==> config.mk <==
export PLATFORM = sky130hd
export DESIGN_NAME = ap_ctrl_driver
export DESIGN_NICKNAME = d
export VERILOG_FILES = /design/src/rtl/ap_ctrl_driver.sv
export SDC_FILE = /design/constraint.sdc
export NUM_CORES = 1
export LEC_CHECK = 0
export BUFFER_PORTS_ARGS = -buffer_cell sky130_fd_sc_hd__buf_4
export CORE_ASPECT_RATIO = 2
export CORE_MARGIN = 3
export CORE_UTILIZATION = 60
export DETAILED_ROUTE_END_ITERATION = 16
export PLACE_DENSITY = 0.84
export SLEW_MARGIN = 10
export SYNTH_ARGS = -nofsm -noshare
export SYNTH_HDL_FRONTEND = slang
export SYNTH_SLANG_ARGS = --single-unit
==> constraint.sdc <==
create_clock -name clk_i -period 5.7 [get_ports clk_i]
set_clock_uncertainty 0.1 [all_clocks]
set_input_delay 0 -clock clk_i [delete_from_list [all_inputs] [get_ports clk_i]]
set_output_delay 0 -clock clk_i [all_outputs]
set_load 0.05 [all_outputs]
==> src/rtl/ap_ctrl_driver.sv <==
// Purpose : ap_ctrl_hs/ap_ctrl_chain initiator; issues a counted run of starts into an
//           HLS core, keeps up to DEPTH in flight, and reports per-transaction latency.
// Latency : ap_start may rise the cycle after cmd accept; a result is valid the cycle
//           after its completion; done_pulse follows the cycle the last result drains.
// Backpr. : res_ready_i low holds ap_continue_o low, so the core holds ap_done and
//           no result is ever dropped; issue stops while DEPTH are in flight.
//
// Ports:
//   clk_i, rst_ni                 clock, async active-low reset
//   cmd_valid_i/cmd_ready_o       run request; cmd_count_i = transactions to issue
//   ap_start_o/ap_ready_i         issue handshake to the core
//   ap_done_i/ap_continue_o       completion handshake from the core
//   res_valid_o/res_ready_i       result port: res_latency_o, res_index_o
//   busy_o, done_pulse_o          run in progress, one-cycle end-of-run strobe
//   total_cycles_o                cmd accept to run end, held until next run ends
//   err_o                         sticky protocol error
module ap_ctrl_driver #(
  parameter int CNT_W = 16,
  parameter int TS_W  = 32,
  parameter int DEPTH = 4
) (
  input  logic             clk_i,
  input  logic             rst_ni,
  input  logic             cmd_valid_i,
  output logic             cmd_ready_o,
  input  logic [CNT_W-1:0] cmd_count_i,
  output logic             ap_start_o,
  input  logic             ap_ready_i,
  input  logic             ap_done_i,
  output logic             ap_continue_o,
  output logic             res_valid_o,
  input  logic             res_ready_i,
  output logic [TS_W-1:0]  res_latency_o,
  output logic [CNT_W-1:0] res_index_o,
  output logic             busy_o,
  output logic             done_pulse_o,
  output logic [TS_W-1:0]  total_cycles_o,
  output logic             err_o
);

  localparam int PTR_W = (DEPTH > 1) ? $clog2(DEPTH) : 1;
  localparam int IF_W  = $clog2(DEPTH) + 1;
  localparam logic [IF_W-1:0]  DEPTH_V  = IF_W'(DEPTH);
  localparam logic [PTR_W-1:0] PTR_LAST = PTR_W'(DEPTH - 1);

  typedef enum logic [1:0] {S_IDLE, S_RUN, S_FLUSH} state_e;

  state_e           state_q;
  logic [TS_W-1:0]  tick_q;
  logic [TS_W-1:0]  start_tick_q;
  logic [CNT_W-1:0] count_q;
  logic [CNT_W-1:0] issued_q;
  logic [CNT_W-1:0] completed_q;
  logic [IF_W-1:0]  inflight_q, inflight_d;
  logic [PTR_W-1:0] wr_ptr_q, wr_ptr_d;
  logic [PTR_W-1:0] rd_ptr_q, rd_ptr_d;
  logic [TS_W-1:0]  fifo_q [DEPTH];
  logic             res_valid_q;
  logic [TS_W-1:0]  res_latency_q;
  logic [CNT_W-1:0] res_index_q;
  logic             done_pulse_q;
  logic [TS_W-1:0]  total_cycles_q;
  logic             err_q;

  logic issue, comp_raw, comp_ok, bypass, push, pop, last_comp, flush_exit, err_evt;
  logic [TS_W-1:0] comp_lat;

  // Issue/continue are decoded from registered state only, so a reset drops
  // them immediately and there is no combinational path from ap_ready/ap_done.
  assign ap_start_o    = (state_q == S_RUN) && (issued_q < count_q) && (inflight_q < DEPTH_V);
  assign ap_continue_o = (state_q == S_RUN) && (!res_valid_q || res_ready_i);

  assign issue    = ap_start_o && ap_ready_i;
  assign comp_raw = ap_done_i && ap_continue_o;
  // A completion with nothing outstanding is only legal if it retires the
  // start issued in this very cycle; that one never touches the FIFO.
  assign comp_ok  = comp_raw && ((inflight_q != '0) || issue);
  assign bypass   = comp_ok && (inflight_q == '0);
  assign push     = issue && !bypass;
  assign pop      = comp_ok && !bypass;
  assign comp_lat = bypass ? '0 : (tick_q - fifo_q[rd_ptr_q]);

  assign last_comp  = comp_ok && ((completed_q + CNT_W'(1)) == count_q);
  assign flush_exit = (state_q == S_FLUSH) && (!res_valid_q || res_ready_i);

  assign err_evt = ((state_q == S_IDLE) && ap_done_i)
                 || (comp_raw && !comp_ok)
                 || (ap_ready_i && !ap_start_o);

  always_comb begin
    inflight_d = inflight_q;
    if (issue && !comp_ok) begin
      inflight_d = inflight_q + IF_W'(1);
    end else if (!issue && comp_ok) begin
      inflight_d = inflight_q - IF_W'(1);
    end
  end

  always_comb begin
    wr_ptr_d = (wr_ptr_q == PTR_LAST) ? '0 : wr_ptr_q + PTR_W'(1);
    rd_ptr_d = (rd_ptr_q == PTR_LAST) ? '0 : rd_ptr_q + PTR_W'(1);
  end

  // Issue-timestamp storage; emptiness is tracked by the pointers and inflight.
  always_ff @(posedge clk_i) begin
    if (push) begin
      fifo_q[wr_ptr_q] <= tick_q;
    end
  end

  always_ff @(posedge clk_i or negedge rst_ni) begin
    if (!rst_ni) begin
      state_q        <= S_IDLE;
      tick_q         <= '0;
      start_tick_q   <= '0;
      count_q        <= '0;
      issued_q       <= '0;
      completed_q    <= '0;
      inflight_q     <= '0;
      wr_ptr_q       <= '0;
      rd_ptr_q       <= '0;
      res_valid_q    <= 1'b0;
      res_latency_q  <= '0;
      res_index_q    <= '0;
      done_pulse_q   <= 1'b0;
      total_cycles_q <= '0;
      err_q          <= 1'b0;
    end else begin
      tick_q       <= tick_q + TS_W'(1);
      done_pulse_q <= 1'b0;
      inflight_q   <= inflight_d;

      if (err_evt) begin
        err_q <= 1'b1;
      end
      if (issue) begin
        issued_q <= issued_q + CNT_W'(1);
      end
      if (push) begin
        wr_ptr_q <= wr_ptr_d;
      end
      if (pop) begin
        rd_ptr_q <= rd_ptr_d;
      end

      // A new completion wins over the consumer's ready in the same cycle;
      // that is safe because ap_continue already required the slot to free up.
      if (comp_ok) begin
        res_valid_q   <= 1'b1;
        res_latency_q <= comp_lat;
        res_index_q   <= completed_q;
        completed_q   <= completed_q + CNT_W'(1);
      end else if (res_ready_i) begin
        res_valid_q <= 1'b0;
      end

      unique case (state_q)
        S_IDLE: begin
          if (cmd_valid_i) begin
            count_q      <= cmd_count_i;
            start_tick_q <= tick_q;
            issued_q     <= '0;
            completed_q  <= '0;
            inflight_q   <= '0;
            wr_ptr_q     <= '0;
            rd_ptr_q     <= '0;
            if (cmd_count_i == '0) begin
              done_pulse_q   <= 1'b1;
              total_cycles_q <= '0;
            end else begin
              state_q <= S_RUN;
            end
          end
        end
        S_RUN: begin
          if (last_comp) begin
            state_q <= S_FLUSH;
          end
        end
        S_FLUSH: begin
          if (flush_exit) begin
            state_q        <= S_IDLE;
            done_pulse_q   <= 1'b1;
            total_cycles_q <= tick_q - start_tick_q;
          end
        end
        default: state_q <= S_IDLE;
      endcase
    end
  end

  assign cmd_ready_o    = (state_q == S_IDLE);
  assign busy_o         = (state_q != S_IDLE);
  assign res_valid_o    = res_valid_q;
  assign res_latency_o  = res_latency_q;
  assign res_index_o    = res_index_q;
  assign done_pulse_o   = done_pulse_q;
  assign total_cycles_o = total_cycles_q;
  assign err_o          = err_q;

endmodule

## Word-level counts from Yosys, hierarchy flattened

Memories as Yosys holds them, arrays and structs flattened.
Index checks and enable logic that the tools add are counted.
W data, S select, Z words.

- $add $sub $neg: 9
- Multiply operators: 0
- Divide/modulo/power cells: 0
- $lt $le $gt $ge: 2
- Equal/unequal tests: 10
- Shift operators: 0
- Multiplexer cells: 36
- Bitwise operators: 0
- Reductions and logical operators: 35

Operator list:

| cell | number |
|---|---|
| $mux W32 | 4 |
| $mux W16 | 6 |
| $pmux W32 S2 | 1 |
| $sub A32 B32 Y32 | 2 |
| $add A16 B1 Y16 const B | 2 |
| $add A32 B1 Y32 const B | 1 |
| $mux W2 | 12 |
| $eq A16 B16 Y1 | 1 |
| $logic_and A1 B1 Y1 | 16 |
| $logic_not A16 Y1 | 1 |
| $lt A16 B16 Y1 | 1 |
| $mux W3 | 4 |
| $ne A2 B2 Y1 const B | 4 |
| $reduce_and A4 Y1 | 2 |
| $mux W1 | 7 |
| $eq A2 B2 Y1 const B | 3 |
| $pmux W2 S3 | 1 |
| $reduce_bool A2 Y1 | 3 |
| $logic_not A1 Y1 | 5 |
| $add A2 B1 Y2 const B | 2 |
| $logic_or A1 B1 Y1 | 4 |
| $add A3 B1 Y3 const B | 1 |
| $logic_not A3 Y1 | 1 |
| $lt A3 B3 Y1 const B | 1 |
| 7 further kinds | 7 |

- Register bits: 204
- Bits in latches: 0
- RAM bits: 128
- Memory bits (read-only): 0
- Word-level logic and storage cells: 108
- Memories kept: 1

Memories:

| name | depth | width | rd ports | clocked after memory_dff | write ports | RTL line | text |
|---|---|---|---|---|---|---|---|
| fifo_q | 4 | 32 | 1 | 0 | 1 | 57 | `logic [TS_W-1:0] fifo_q [DEPTH];` |

## Logic depth before layout (Yosys ltp)

Gate-level depths: netlist of the first run.

- Depth after elaboration: 12
- Mapped depth: 15

## Worst setup path before layout of the first run

Ideal clock, no wire load.

- Kind: flip-flop to flip-flop
- Start: register rd_ptr_q[0]
- End: register res_latency_q[22], in the netlist res_latency_o[22]
- Data arrival time: 3.855 ns
- Required time: 5.479 ns
- Path slack: 1.624 ns
- Stages on the path, launching flop included: 16
- Path buffers: 2
- Cell sequence: dfrtp_1 clkbuf_1 buf_1 mux4_2 ha_1 inv_1 fa_1 a21oi_1 o21ai_0 a21oi_1 nor4_1 o21ai_1 a21boi_0 o22ai_1 xnor2_1 a22o_1

- Longest elaborated chain between the ends: 3

Ends and longest elaborated chain:

| item | RTL line | text |
|---|---|---|
| from (decl) | 56 | `logic [PTR_W-1:0] rd_ptr_q, rd_ptr_d;` |
| from (signal assigned) | 143 | `rd_ptr_q <= rd_ptr_d;` |
| $mem_v2 Z4 W32 | -- |  |
| $sub A32 B32 Y32 | 81 | `assign comp_lat = bypass ? '0 : (tick_q - fifo_q[rd_ptr_q]);` |
| $mux W32 | 81 |  |
| to (signal assigned) | 150 | `res_latency_q <= comp_lat;` |
| to (decl) | 59 | `logic [TS_W-1:0] res_latency_q;` |

No other way between the ends.
A chain may end at the register's enable or synchronous reset.

## Final worst setup path of the first run

Ends and elaborated chain as after synthesis.

==> reports/qor.log, run 1 <==
qor: run_status.run_status complete, but fails checks
qor: run_status.violations negative hold slack
qor: die.die_boundary_height 244 um
qor: drt.wl 41300 um
qor: drt.route.vias.total 12285
qor: yosys.synthesis.area_per_instance 11.3 um2
qor: final_layout.fraction_of_final_layout_cells_with_drive_strength_greater_than_1 14.6%
qor: power.cellPowerDensity 446 nW/um2
qor: placed_design.dpl.hpwl 28900 um
qor: timing.slew-limit-headroom 20.4%
qor: die.fp.dieW 125 um
qor: global_route.grt_first_pass_wirelength 66700 um
qor: worst_setup_path.worst_r2r_endpoint res_latency_o[22]$_DFFE_PN0N_
qor: yosys.yosys_most_used_dff dfrtp_1
qor: drt.drt_pass1_iterations 5
qor: yosys.synth-compound-area-share 14.7%
qor: global_route.groute.usage.overall 27.0%
qor: die.placement_rows 86
qor: die.top_level_ports 109
qor: yosys.ys_seq_elements 332
qor: final_layout.area_added_between_synthesis_and_finish 13.7%
qor: placed_design.finalWeightedCongestion 0.909
qor: drt.drtAntennaViolNets 0
qor: worst_setup_path.r2r_setup_slack 1.25 ns
qor: yosys.yosys_warnings 0
qor: clocking.clock_tree.buffer_depth 3
qor: run.maxCapViolations 0
qor: drt.drt_iter0_drc 782
qor: placed_design.port_buffers 108
qor: timing.whs -0.0192 ns
qor: timing.worstMarginPinSlew 1.19 ns
qor: yosys.main_combinational_cell_family_by_area_after_synthesis compound AO/OA/AOI/OAI gates
qor: worst_setup_path.timing_worst_setup_path_type register to register
qor: timing.slew_violations 0
qor: worst_setup_path.end_kind register
qor: die.start_util 61.4%
qor: clocking.clockRootBuffer clkbuf_16
qor: yosys.fraction_of_the_mapped_netlist_area_in_adder_cells 6.70%
qor: die.floorplan.die_area 30600 um2
qor: drt.met2_wirelength 22200 um
qor: worst_setup_path.r2r.worst_path.cells 13
qor: final_layout.fillers 1950
qor: timing.finalCriticalPeriod 4.45 ns
qor: power.total_power 8.63 mW
qor: drt.drt_wl_cell 20.7 um
qor: clocking.cts_buf_count 28
qor: yosys.synth-async-reset-ratio 61.4%
qor: power.irDropWorstVdd 0.267 mV
qor: drt.top_sig_layer met4
qor: clocking.htree_levels 1
qor: final_layout.insertedDiodeCount 0
qor: clocking.clock-sinks 332
qor: drt.detail_route.drc_violations 0
qor: final_layout.finish.net_count 1737
qor: global_route.grt_start_max_net_pins 125
qor: timing.finalHoldViolCount 5
qor: yosys.postSynthCellCount 1504
qor: yosys.mappedNetlistArea 17000 um2
qor: timing.grt_setup_unrepaired false
qor: yosys.synth_simple_gate_area_share 10.4%
qor: yosys.synth_enable_flop_cells 128
qor: clocking.clk_latency 0.56 ns
qor: timing.final-setup-viol-count 0
qor: yosys.synthMuxAreaShare 6.24%
qor: clocking.clkSlewWorstSetupHoldPaths 0.07 ns
qor: global_route.grt_pass1_vias 12845
qor: yosys.synthXorXnorAreaFrac 5.86%
qor: yosys.ys_seq_area_share 52.5%
qor: worst_setup_path.worstPathMaxFanout 17
qor: drt.met3_wirelength 1760 um
qor: worst_hold_path.holdCritPathClass input port to async pin
qor: global_route.grt_remaining_overflow 0
qor: timing.fmax 225 MHz
qor: worst_setup_path.crit_required 6.04 ns
qor: worst_setup_path.timing.rr.start rd_ptr_q[0]$_DFF_PN0_
qor: power.leakage 8.74 nW
qor: yosys.synth_nets 1616
qor: clocking.tritoncts built
qor: global_route.antenna_violations_before_repair 0
qor: worst_setup_path.wp_data_arrival 4.79 ns
qor: drt.met1Wirelength 14800 um
qor: timing.final.period_utilization 78.1%
qor: die.core_area 27800 um2
qor: timing.setup_total_negative_slack 0 ns
qor: yosys.netlist-cell-type-count 79
qor: drt.avgViaCountPerCell 6.15
qor: worst_setup_path.critPathLaunchType register
-- worst max-delay path by stage --
| stage | to | depth (start not counted) | startpoint | slack [ns] |
|---|---|---|---|---|
| floorplan | res_latency_o[22]$_DFFE_PN0N_ | 15 | rd_ptr_q[0]$_DFF_PN0_ | 1.62 |
| global placement | res_latency_o[22]$_DFFE_PN0N_ | 13 | rd_ptr_q[0]$_DFF_PN0_ | 1.57 |
| detailed placement | res_latency_o[22]$_DFFE_PN0N_ | 13 | rd_ptr_q[0]$_DFF_PN0_ | 1.37 |
| CTS | res_latency_o[22]$_DFFE_PN0N_ | 13 | rd_ptr_q[0]$_DFF_PN0_ | 1.33 |
| global route | res_latency_o[22]$_DFFE_PN0N_ | 13 | rd_ptr_q[0]$_DFF_PN0_ | 1.05 |
| finish | res_latency_o[22]$_DFFE_PN0N_ | 13 | rd_ptr_q[0]$_DFF_PN0_ | 1.25 |
-- Yosys cell counts (3+ instances only) --
| master | instances | area share, % |
|---|---|---|
| o21bai_1 | 12 | 0.53 |
| o31ai_1 | 10 | 0.44 |
| nand3_1 | 38 | 1.1 |
| and2_1 | 16 | 0.59 |
| edfxtp_1 | 128 | 23 |
| or2_2 | 3 | 0.11 |
| a221o_1 | 3 | 0.18 |
| ha_1 | 88 | 6.5 |
| a21o_1 | 38 | 1.7 |
| o21a_1 | 6 | 0.26 |
| buf_1 | 6 | 0.13 |
| o2111ai_1 | 11 | 0.57 |
| a21boi_0 | 3 | 0.13 |
| mux2i_1 | 15 | 0.88 |
| inv_1 | 101 | 2.2 |
| a21oi_1 | 77 | 2.3 |
| nand4_1 | 13 | 0.48 |
| dfrtp_1 | 204 | 30 |
| mux2_2 | 16 | 1.1 |
| nor2b_1 | 9 | 0.33 |
| o21ai_0 | 119 | 3.5 |
| xor2_1 | 43 | 2.2 |
| and3_1 | 27 | 0.99 |
| nor4_1 | 7 | 0.26 |
| o211ai_1 | 5 | 0.22 |
| a211oi_1 | 9 | 0.40 |
| nand2_1 | 169 | 3.7 |
| xnor2_1 | 71 | 3.7 |
| or3_1 | 9 | 0.33 |
| buf_6 | 4 | 0.26 |
| clkbuf_1 | 38 | 0.84 |
| and4_1 | 3 | 0.15 |
| a22o_1 | 28 | 1.4 |
| nor2_1 | 46 | 1.0 |
| nand2b_1 | 13 | 0.48 |
| nor3_1 | 12 | 0.35 |
| mux4_2 | 32 | 4.2 |
| o21ai_1 | 5 | 0.15 |
| a31oi_1 | 7 | 0.26 |
| a2111o_1 | 8 | 0.53 |
-- critical path, cell delays in order, from the launching register on --
cell      delay [ns]
dfrtp_2         0.72
mux4_2          0.57
ha_1            0.21
inv_1           0.08
fa_1            0.22
a21oi_1         0.09
o21ai_0         0.30
a21oi_1         0.22
nor4_1          0.60
o21ai_1         0.23
a21boi_0        0.47
o22ai_1         0.18
xnor2_1         0.15
a22o_1          0.17
-- cells in the final DEF (no fill, tap or decap), types with 15 or more instances in the layout --
master	Yosys	routed
a21o_1	38	38
a21oi_1	77	77
a22o_1	28	28
and2_1	16	15
and3_1	27	27
buf_4	1	120
clkbuf_16	0	29
dfrtp_1	204	203
dlygate4sd3_1	0	23
edfxtp_1	128	128
ha_1	88	88
inv_1	101	101
mux2_2	16	16
mux2i_1	15	15
mux4_2	32	32
nand2_1	169	169
nand3_1	38	38
nor2_1	46	45
o21ai_0	119	119
xnor2_1	71	71
xor2_1	43	43
-- report_power, final --
group / switching, mW / internal, mW / total (mW)
clock network: 0.899 / 1.13 / 2.03
logic: 2.08 / 1.28 / 3.36
registers: 0.333 / 2.91 / 3.25
total: 3.31 / 5.33 / 8.63
-- metrics by stage --
step	area, um2	setup slack (ns)	utilization (%)	instances	hold WS [ns]
after global placement	18200	1.57	65.4	1924	0.0534
after floorplan	17000	1.62	-	1504	-0.396
after CTS	19400	1.33	69.8	1999	0.0307
after global routing	19400	1.05	69.8	1999	0.0852
final	19400	1.25	69.8	1999	-0.0192
after detailed placement	18200	1.37	65.4	1924	0.0617
-- metal layers --
| layer | global-route usage [%] | vias to the layer above |
|---|---|---|
| li1 | - | 5694 |
| met1 | 30.1 | 6039 |
| met2 | 50.1 | 414 |
| met3 | 2.89 | 138 |
| met4 | 14.7 | 0 |
| met5 | 0 | - |
-- state kept, by name, indices dropped and copies added, names as in the netlist --
register	flops
state_q	2
tick_q	32
completed_q	16
done_pulse_o	1
res_index_o	16
total_cycles_o	32
fifo_q	128
inflight_q	3
issued_q	16
count_q	16
rd_ptr_q	2
res_valid_o	1
wr_ptr_q	2
err_o	1
res_latency_o	32
start_tick_q	32
-- timing repair --
action	CTS	global route
setup endpoints to repair	0	0
endpoints found under the hold margin	151	0
setup buffers	0	0
resized for setup	0	0
hold buffers	23	0
-- kinds of logic after synthesis --
family | count (synthesis)
AO/OA/AOI/OAI | 375
XOR/XNOR | 114
flip-flops | 332
buffers and inverters | 154
AND/OR/NAND/NOR | 375
adder cells (fa/ha/maj) | 90
multiplexers | 64
-- area by class of cell --
class	instances	area, um2	share of cell area [%]
tap	352	440	2.27
clock inverter	21	243	1.25
timing repair buffer	144	1140	5.91
multi-input combinational	1018	7480	38.6
inverter	101	379	1.96
sequential	332	8950	46.2
clock buffer	31	733	3.79
(Power assumes the default switching activity.)
==> run 2, diff against run 1 <==
Settings changed: CORE_UTILIZATION 60 to 55, PLACE_DENSITY 0.84 to 0.81.
Clock period 5.7 ns to 3.6 ns, I/O delays scaled along.
==> reports/qor.log, run 2 (synthesis gave the netlist of run 1 again) <==
qor: worst_setup_path.critPathLaunchType register
qor: worst_hold_path.worst_hold_path.endpoint count_q[3]$_DFFE_PN0P_
qor: power.cellPowerDensity 702 nW/um2
qor: clocking.clkSlewWorstSetupHoldPaths 0.08 ns
qor: placed_design.dpl-instance-area 18600 um2
qor: die.fp.dieW 130 um
qor: drt.met1Wirelength 15200 um
qor: worst_hold_path.hp-start cmd_count_i[3]
qor: clocking.cts_buf_count 29
qor: worst_setup_path.timing_worst_setup_path_type register to register
qor: placed_design.dpl.hpwl 30200 um
qor: drt.drtAntennaViolNets 0
qor: placed_design.finalWeightedCongestion 0.963
qor: drt.drt_iter0_drc 848
qor: worst_setup_path.end_kind register
qor: final_layout.max_ffs_per_register 128
qor: drt.route.vias.total 12648
qor: final_layout.stdcell_count 2082
qor: global_route.grt_first_pass_wirelength 69000 um
qor: clocking.clock-sinks 332
qor: worst_setup_path.crit_required 3.95 ns
qor: clocking.clockRootBuffer clkbuf_16
qor: worst_setup_path.timing.rr.start rd_ptr_q[0]$_DFF_PN0_
qor: drt.top_sig_layer met4
qor: final_layout.finish.net_count 1804
qor: clocking.htree_levels 1
qor: die.core_area 30400 um2
qor: die.top_level_ports 109
qor: worst_setup_path.worstPathMaxFanout 7
qor: timing.slew_violations 0
qor: power.irDropWorstVdd 0.451 mV
qor: timing.grt_setup_unrepaired true
qor: final_layout.largest_register fifo_q
qor: placed_design.port_buffers 108
qor: die.placement_rows 90
qor: die.start_util 56.0%
qor: global_route.grt_remaining_overflow 0
qor: final_layout.fraction_of_final_layout_cells_with_drive_strength_greater_than_1 17.7%
qor: die.die_boundary_height 255 um
qor: drt.met2_wirelength 23400 um
qor: placed_design.placedCellCount 1980
qor: final_layout.final_core_utilization 66.2%
qor: timing.whs 0.108 ns
qor: clocking.clock_tree.buffer_depth 3
qor: power.leakage 9.09 nW
qor: timing.final.period_utilization 99.2%
qor: worst_setup_path.r2r_setup_slack 0.03 ns
qor: worst_hold_path.holdCritPathClass input port to register
qor: timing.final-setup-viol-count 0
qor: global_route.grt_start_max_net_pins 75
qor: timing.slew-limit-headroom 31.0%
qor: worst_setup_path.worst_r2r_endpoint res_latency_o[31]$_DFFE_PN0N_
qor: drt.detail_route.drc_violations 0
qor: drt.avgViaCountPerCell 6.07
qor: timing.finalCriticalPeriod 3.57 ns
qor: run.maxCapViolations 0
qor: final_layout.insertedDiodeCount 0
qor: final_layout.postLayoutCellArea 20100 um2
qor: global_route.groute.usage.overall 26.4%
qor: drt.met3_wirelength 2080 um
qor: worst_setup_path.r2r.worst_path.cells 12
qor: drt.drt_pass1_iterations 6
qor: drt.wl 43500 um
qor: final_layout.mostFrequentLayoutCell dfrtp_1
qor: global_route.grt_pass1_vias 13446
qor: run_status.run_status completed
qor: timing.finalHoldViolCount 0
qor: timing.worstMarginPinSlew 1.03 ns
qor: die.floorplan.die_area 33300 um2
qor: worst_setup_path.wp_data_arrival 3.92 ns
qor: timing.fmax 280 MHz
qor: worst_hold_path.hold-path-cell-count 4
qor: clocking.tritoncts built
qor: global_route.antenna_violations_before_repair 0
qor: final_layout.area_added_between_synthesis_and_finish 18.2%
qor: final_layout.mostFrequentLayoutCells dfrtp_1, nand2_1, buf_4, edfxtp_1, o21ai_0
qor: drt.drt_wl_cell 20.9 um
qor: timing.setup_total_negative_slack 0 ns
qor: clocking.clk_latency 0.56 ns
[run 2: cell types whose count changed in the layout (fill, tap and decap cells not counted), moves of 3 or more]
cell           previous run  this run
dlygate4sd3_1            23        41
a21oi_2                   1         4
buf_12                    0         8
clkinv_4                  4         0
buf_4                   120       159
clkinvlp_4                3         6
a21oi_1                  77        74
[run 2: per-stage QoR]
stage,power [mW],worst slack (ns)
floorplan,8.93,0.0576
global placement,10.5,0.120
detailed placement,10.7,-0.0505
CTS,14.0,0.0142
global route,14.8,-0.0706
finish,14.1,0.0296
[run 2: worst max-delay path, stage by stage (launching register included)]
cell	delay [ns]
dfrtp_2	0.45
buf_4	0.22
mux4_2	0.50
inv_1	0.06
ha_1	0.28
a21o_1	0.21
a21o_1	0.18
a21o_1	0.17
a21oi_1	0.30
o311ai_4	0.22
a31oi_1	0.39
nor3_1	0.10
a221o_1	0.27
[run 2: worst max path at each step]
stage                               start                             end  cells after the start
global route        rd_ptr_q[0]$_DFF_PN0_   res_latency_o[17]$_DFFE_PN0N_                     14
global placement      tick_q[0]$_DFF_PN0_  total_cycles_o[26]$_DFFE_PN0P_                     13
detailed placement  rd_ptr_q[0]$_DFF_PN0_   res_latency_o[31]$_DFFE_PN0N_                     13
finish              rd_ptr_q[0]$_DFF_PN0_   res_latency_o[31]$_DFFE_PN0N_                     12
floorplan           rd_ptr_q[1]$_DFF_PN0_   res_latency_o[26]$_DFFE_PN0N_                     15
CTS                 rd_ptr_q[0]$_DFF_PN0_   res_latency_o[17]$_DFFE_PN0N_                     14
[run 2: cell type report]
cell class                 instances  area, um2
multi-input combinational       1018       7580
fill                            2213      10300
inverter                         101        379
sequential                       332       8950
clock inverter                    18        186
tap                              368        460
clock buffer                      35        768
timing repair buffer             210       1810
[run 2: metal layers]
metal | vias to the layer above | GRT usage [%]
li1 | 5820 | -
met1 | 6229 | 27.8
met2 | 454 | 48.8
met3 | 145 | 3.65
met4 | 0 | 16.2
met5 | - | 0
[run 2: report_power, final]
group	internal (mW)	switching, mW	leakage, nW
logic	2.38	3.45	4.68
registers	4.61	0.530	3.95
clock network	1.75	1.42	0.454
[run 2: what timing repair did]
action | 4_1_cts | 5_1_grt
gates resized for setup | 4 | 19
endpoints found under the hold margin | 220 | 0
setup buffers | 1 | 6
hold buffers | 42 | 0
setup endpoints to repair | 3 | 16
pin swaps | 1 | 7
==> run 3, diff against run 2 <==
Settings changed: ABC_AREA set to 1, CORE_UTILIZATION 55 to 56, PLACE_DENSITY 0.81 to 0.82.
==> reports/qor.log, run 3 <==
qor: run_status.run_status complete, but fails checks
qor: run_status.violations negative hold slack
qor: timing.slew_violations 0
qor: global_route.antenna_violations_before_repair 0
qor: worst_setup_path.worst_path_most_repeated_cell nand2_1
qor: yosys.cell_accounting_for_the_most_synthesized_area dfrtp_1
qor: drt.met1Wirelength 17200 um
qor: timing.grt_setup_unrepaired false
qor: timing.fmax 286 MHz
qor: yosys.yosys_warnings 0
qor: clocking.htree_levels 1
qor: die.top_level_ports 109
qor: yosys.netlist-cell-type-count 52
qor: timing.slew-limit-headroom 38.8%
qor: power.power.share.clock 18.1%
qor: yosys.synth.top_cell.area_share 28.0%
qor: power.irDropWorstVdd 0.774 mV
qor: timing.final.period_utilization 97.1%
qor: yosys.mappedNetlistArea 18200 um2
qor: die.fp.dieW 134 um
qor: placed_design.dpl.hpwl 40500 um
qor: yosys.synthesis.area_per_instance 8.42 um2
qor: yosys.ys_seq_area_share 49.1%
qor: yosys.fraction_of_the_mapped_netlist_area_in_adder_cells 6.26%
qor: yosys.main_combinational_cell_family_by_area_after_synthesis simple AND/OR/NAND/NOR gates
qor: power.p_switching 7.89 mW
qor: worst_setup_path.crit_required 3.95 ns
qor: final_layout.mostFrequentLayoutCell nand2_1
qor: worst_setup_path.cell_family_with_the_largest_share_of_critical_path_delay compound AO/OA/AOI/OAI gates
qor: final_layout.finish.net_count 2416
qor: drt.avgViaCountPerCell 5.73
qor: final_layout.largest_register fifo_q
qor: power.internal_power 8.98 mW
qor: worst_setup_path.crit_path_cell_chain inv_2 > buf_12 > a21oi_1 > a32o_1 > ha_1 > nand2_1 > o21ai_0 > a21oi_1 > o21ai_1 > nand2_1 > o21ai_0 > nand2_1 > nand2_1 > o21ai_1
qor: die.placement_rows 92
qor: clocking.tritoncts built
qor: final_layout.fraction_of_final_layout_cells_with_drive_strength_greater_than_1 10.4%
qor: placed_design.finalWeightedCongestion 0.986
qor: yosys.synth-async-reset-ratio 61.4%
qor: yosys.synth_nets 2276
qor: worst_hold_path.holdCritPathClass input port to async pin
qor: timing.final-setup-viol-count 0
qor: yosys.synth_commonest_cells nand2_1, inv_1, dfrtp_1
qor: worst_setup_path.critPathMaxStageDelay 0.43 ns
qor: worst_setup_path.critPathLaunchType register
qor: yosys.ys_seq_elements 332
qor: global_route.grt_start_max_net_pins 99
qor: global_route.grt_first_pass_wirelength 84600 um
qor: worst_setup_path.wp_data_arrival 3.84 ns
qor: clocking.cts_buf_count 29
qor: yosys.leading_cell_types_by_total_area_after_synthesis dfrtp_1, edfxtp_1, nand2_1
qor: final_layout.mostFrequentLayoutCells nand2_1, inv_1, dfrtp_1, nor2_1, a21oi_1
qor: timing.finalCriticalPeriod 3.50 ns
qor: final_layout.max_ffs_per_register 128
qor: clocking.clock_tree.buffer_depth 3
qor: timing.setup_total_negative_slack 0 ns
qor: yosys.yosys_most_used_dff dfrtp_1
qor: power.cellPowerDensity 812 nW/um2
qor: drt.met2_wirelength 29200 um
qor: drt.route.vias.total 15769
qor: yosys.synthMostInstantiatedCell nand2_1
qor: power.sequential_share_of_power 32.4%
qor: worst_setup_path.timing_worst_setup_path_type register to register
qor: power.power.share.combinational 49.5%
qor: yosys.synth-compound-area-share 12.7%
qor: drt.top_sig_layer met4
qor: worst_setup_path.end_kind register
qor: placed_design.placedCellCount 2673
qor: final_layout.stdcell_count 2750
qor: global_route.grt_remaining_overflow 0
qor: clocking.clkSlewWorstSetupHoldPaths 0.07 ns
qor: drt.drt_iter0_drc 866
qor: yosys.postSynthCellCount 2164
qor: power.netSwitchingFraction 46.8%
qor: worst_setup_path.worstPathBufferInverterCount 2
qor: timing.finalHoldViolCount 4
qor: power.leakage 9.80 nW
qor: worst_setup_path.cpMaxStageDelayCell o21ai_0
qor: yosys.synthXorXnorAreaFrac 2.95%
qor: clocking.cts_repair_resized_insts 0
qor: yosys.synth_enable_flop_cells 128
qor: timing.worstMarginPinSlew 0.918 ns
qor: clocking.post_cts.repair.setup_buffers 0
qor: clocking.hold_buffers 23
qor: run.maxCapViolations 0
qor: yosys.synthMuxAreaShare 0%
qor: drt.drtAntennaViolNets 0
qor: die.core_area 31800 um2
qor: global_route.grt_pass1_vias 16441
qor: drt.drt_pass1_iterations 5
qor: global_route.groute.usage.overall 30.9%
qor: final_layout.area_added_between_synthesis_and_finish 14.0%
qor: clocking.clock-sinks 332
qor: drt.detail_route.drc_violations 0
qor: drt.met3_wirelength 1920 um
qor: die.start_util 57.4%
qor: timing.whs -0.0637 ns
qor: die.floorplan.die_area 34900 um2
qor: drt.drt_wl_cell 19.5 um
qor: yosys.synth_simple_gate_area_share 22.9%
qor: final_layout.insertedDiodeCount 0
qor: placed_design.port_buffers 108
qor: clocking.clockRootBuffer clkbuf_16
qor: worst_setup_path.worstPathMaxFanout 52
qor: clocking.clk_latency 0.58 ns
qor: drt.wl 53600 um
qor: die.die_boundary_height 261 um
run 3: cells by family (layout without fill, tap and decap cells):
| family | after synthesis | in the layout |
|---|---|---|
| flip-flops | 332 | 332 |
| adder cells (fa/ha/maj) | 90 | 90 |
| AO/OA/AOI/OAI | 406 | 406 |
| AND/OR/NAND/NOR | 1003 | 1003 |
| XOR/XNOR | 55 | 55 |
| buffers and inverters | 278 | 441 |
run 3: routing by layer:
layer  global-route usage (%)  vias up
met5                        0        -
met4                     25.3        0
met3                     3.31      252
met2                     59.4      502
met1                     28.8     7516
li1                         -     7499
run 3: layout make-up:
class                   count  area, um2
clock buffers              32        737
clock inverters            22        185
fillers                  2667      11000
inverters                 222        833
multi-input cells        1554       8200
flip-flops and latches    332       8950
well taps                 423        529
repair buffers            165       1350
run 3: final timing paths:
path,slack (ns),cells after the start,endpoint,start
worst min-delay path,-0.06,2,res_latency_o[3]$_DFFE_PN0N_,rst_ni
worst max register to register,0.10,14,res_latency_o[21]$_DFFE_PN0N_,rd_ptr_q[1]$_DFF_PN0_
worst min register to register,0.39,2,res_latency_o[6]$_DFFE_PN0N_,res_latency_o[6]$_DFFE_PN0N_
min in group clk_i,0.10,4,count_q[7]$_DFFE_PN0P_,cmd_count_i[7]
max in group asynchronous,2.27,3,tick_q[26]$_DFF_PN0_,rst_ni
worst max-delay path,0.10,14,res_latency_o[21]$_DFFE_PN0N_,rd_ptr_q[1]$_DFF_PN0_
run 3: metrics by stage:
stage          power, mW  utilization, %  area, um2  setup WS, ns  hold WS [ns]
2_1_floorplan       11.2               -      18200         0.137        -0.396
3_3_place_gp        13.5            61.8      19600         0.319        0.0155
3_5_place_dp        13.8            61.8      19600         0.257        0.0258
4_1_cts             16.9            65.4      20800         0.240      0.000865
5_1_grt             18.0            65.4      20800        0.0792       0.00751
6_report            16.9            65.4      20800         0.105       -0.0637
run 3: power groups by stage:
stage	combinational [mW]	clock, mW	sequential [mW]
after floorplan	4.89	0	6.29
after global placement	8.04	0	5.48
after detailed placement	8.24	0	5.51
after CTS	8.32	3.10	5.44
after global routing	9.18	3.24	5.55
final	8.35	3.06	5.46
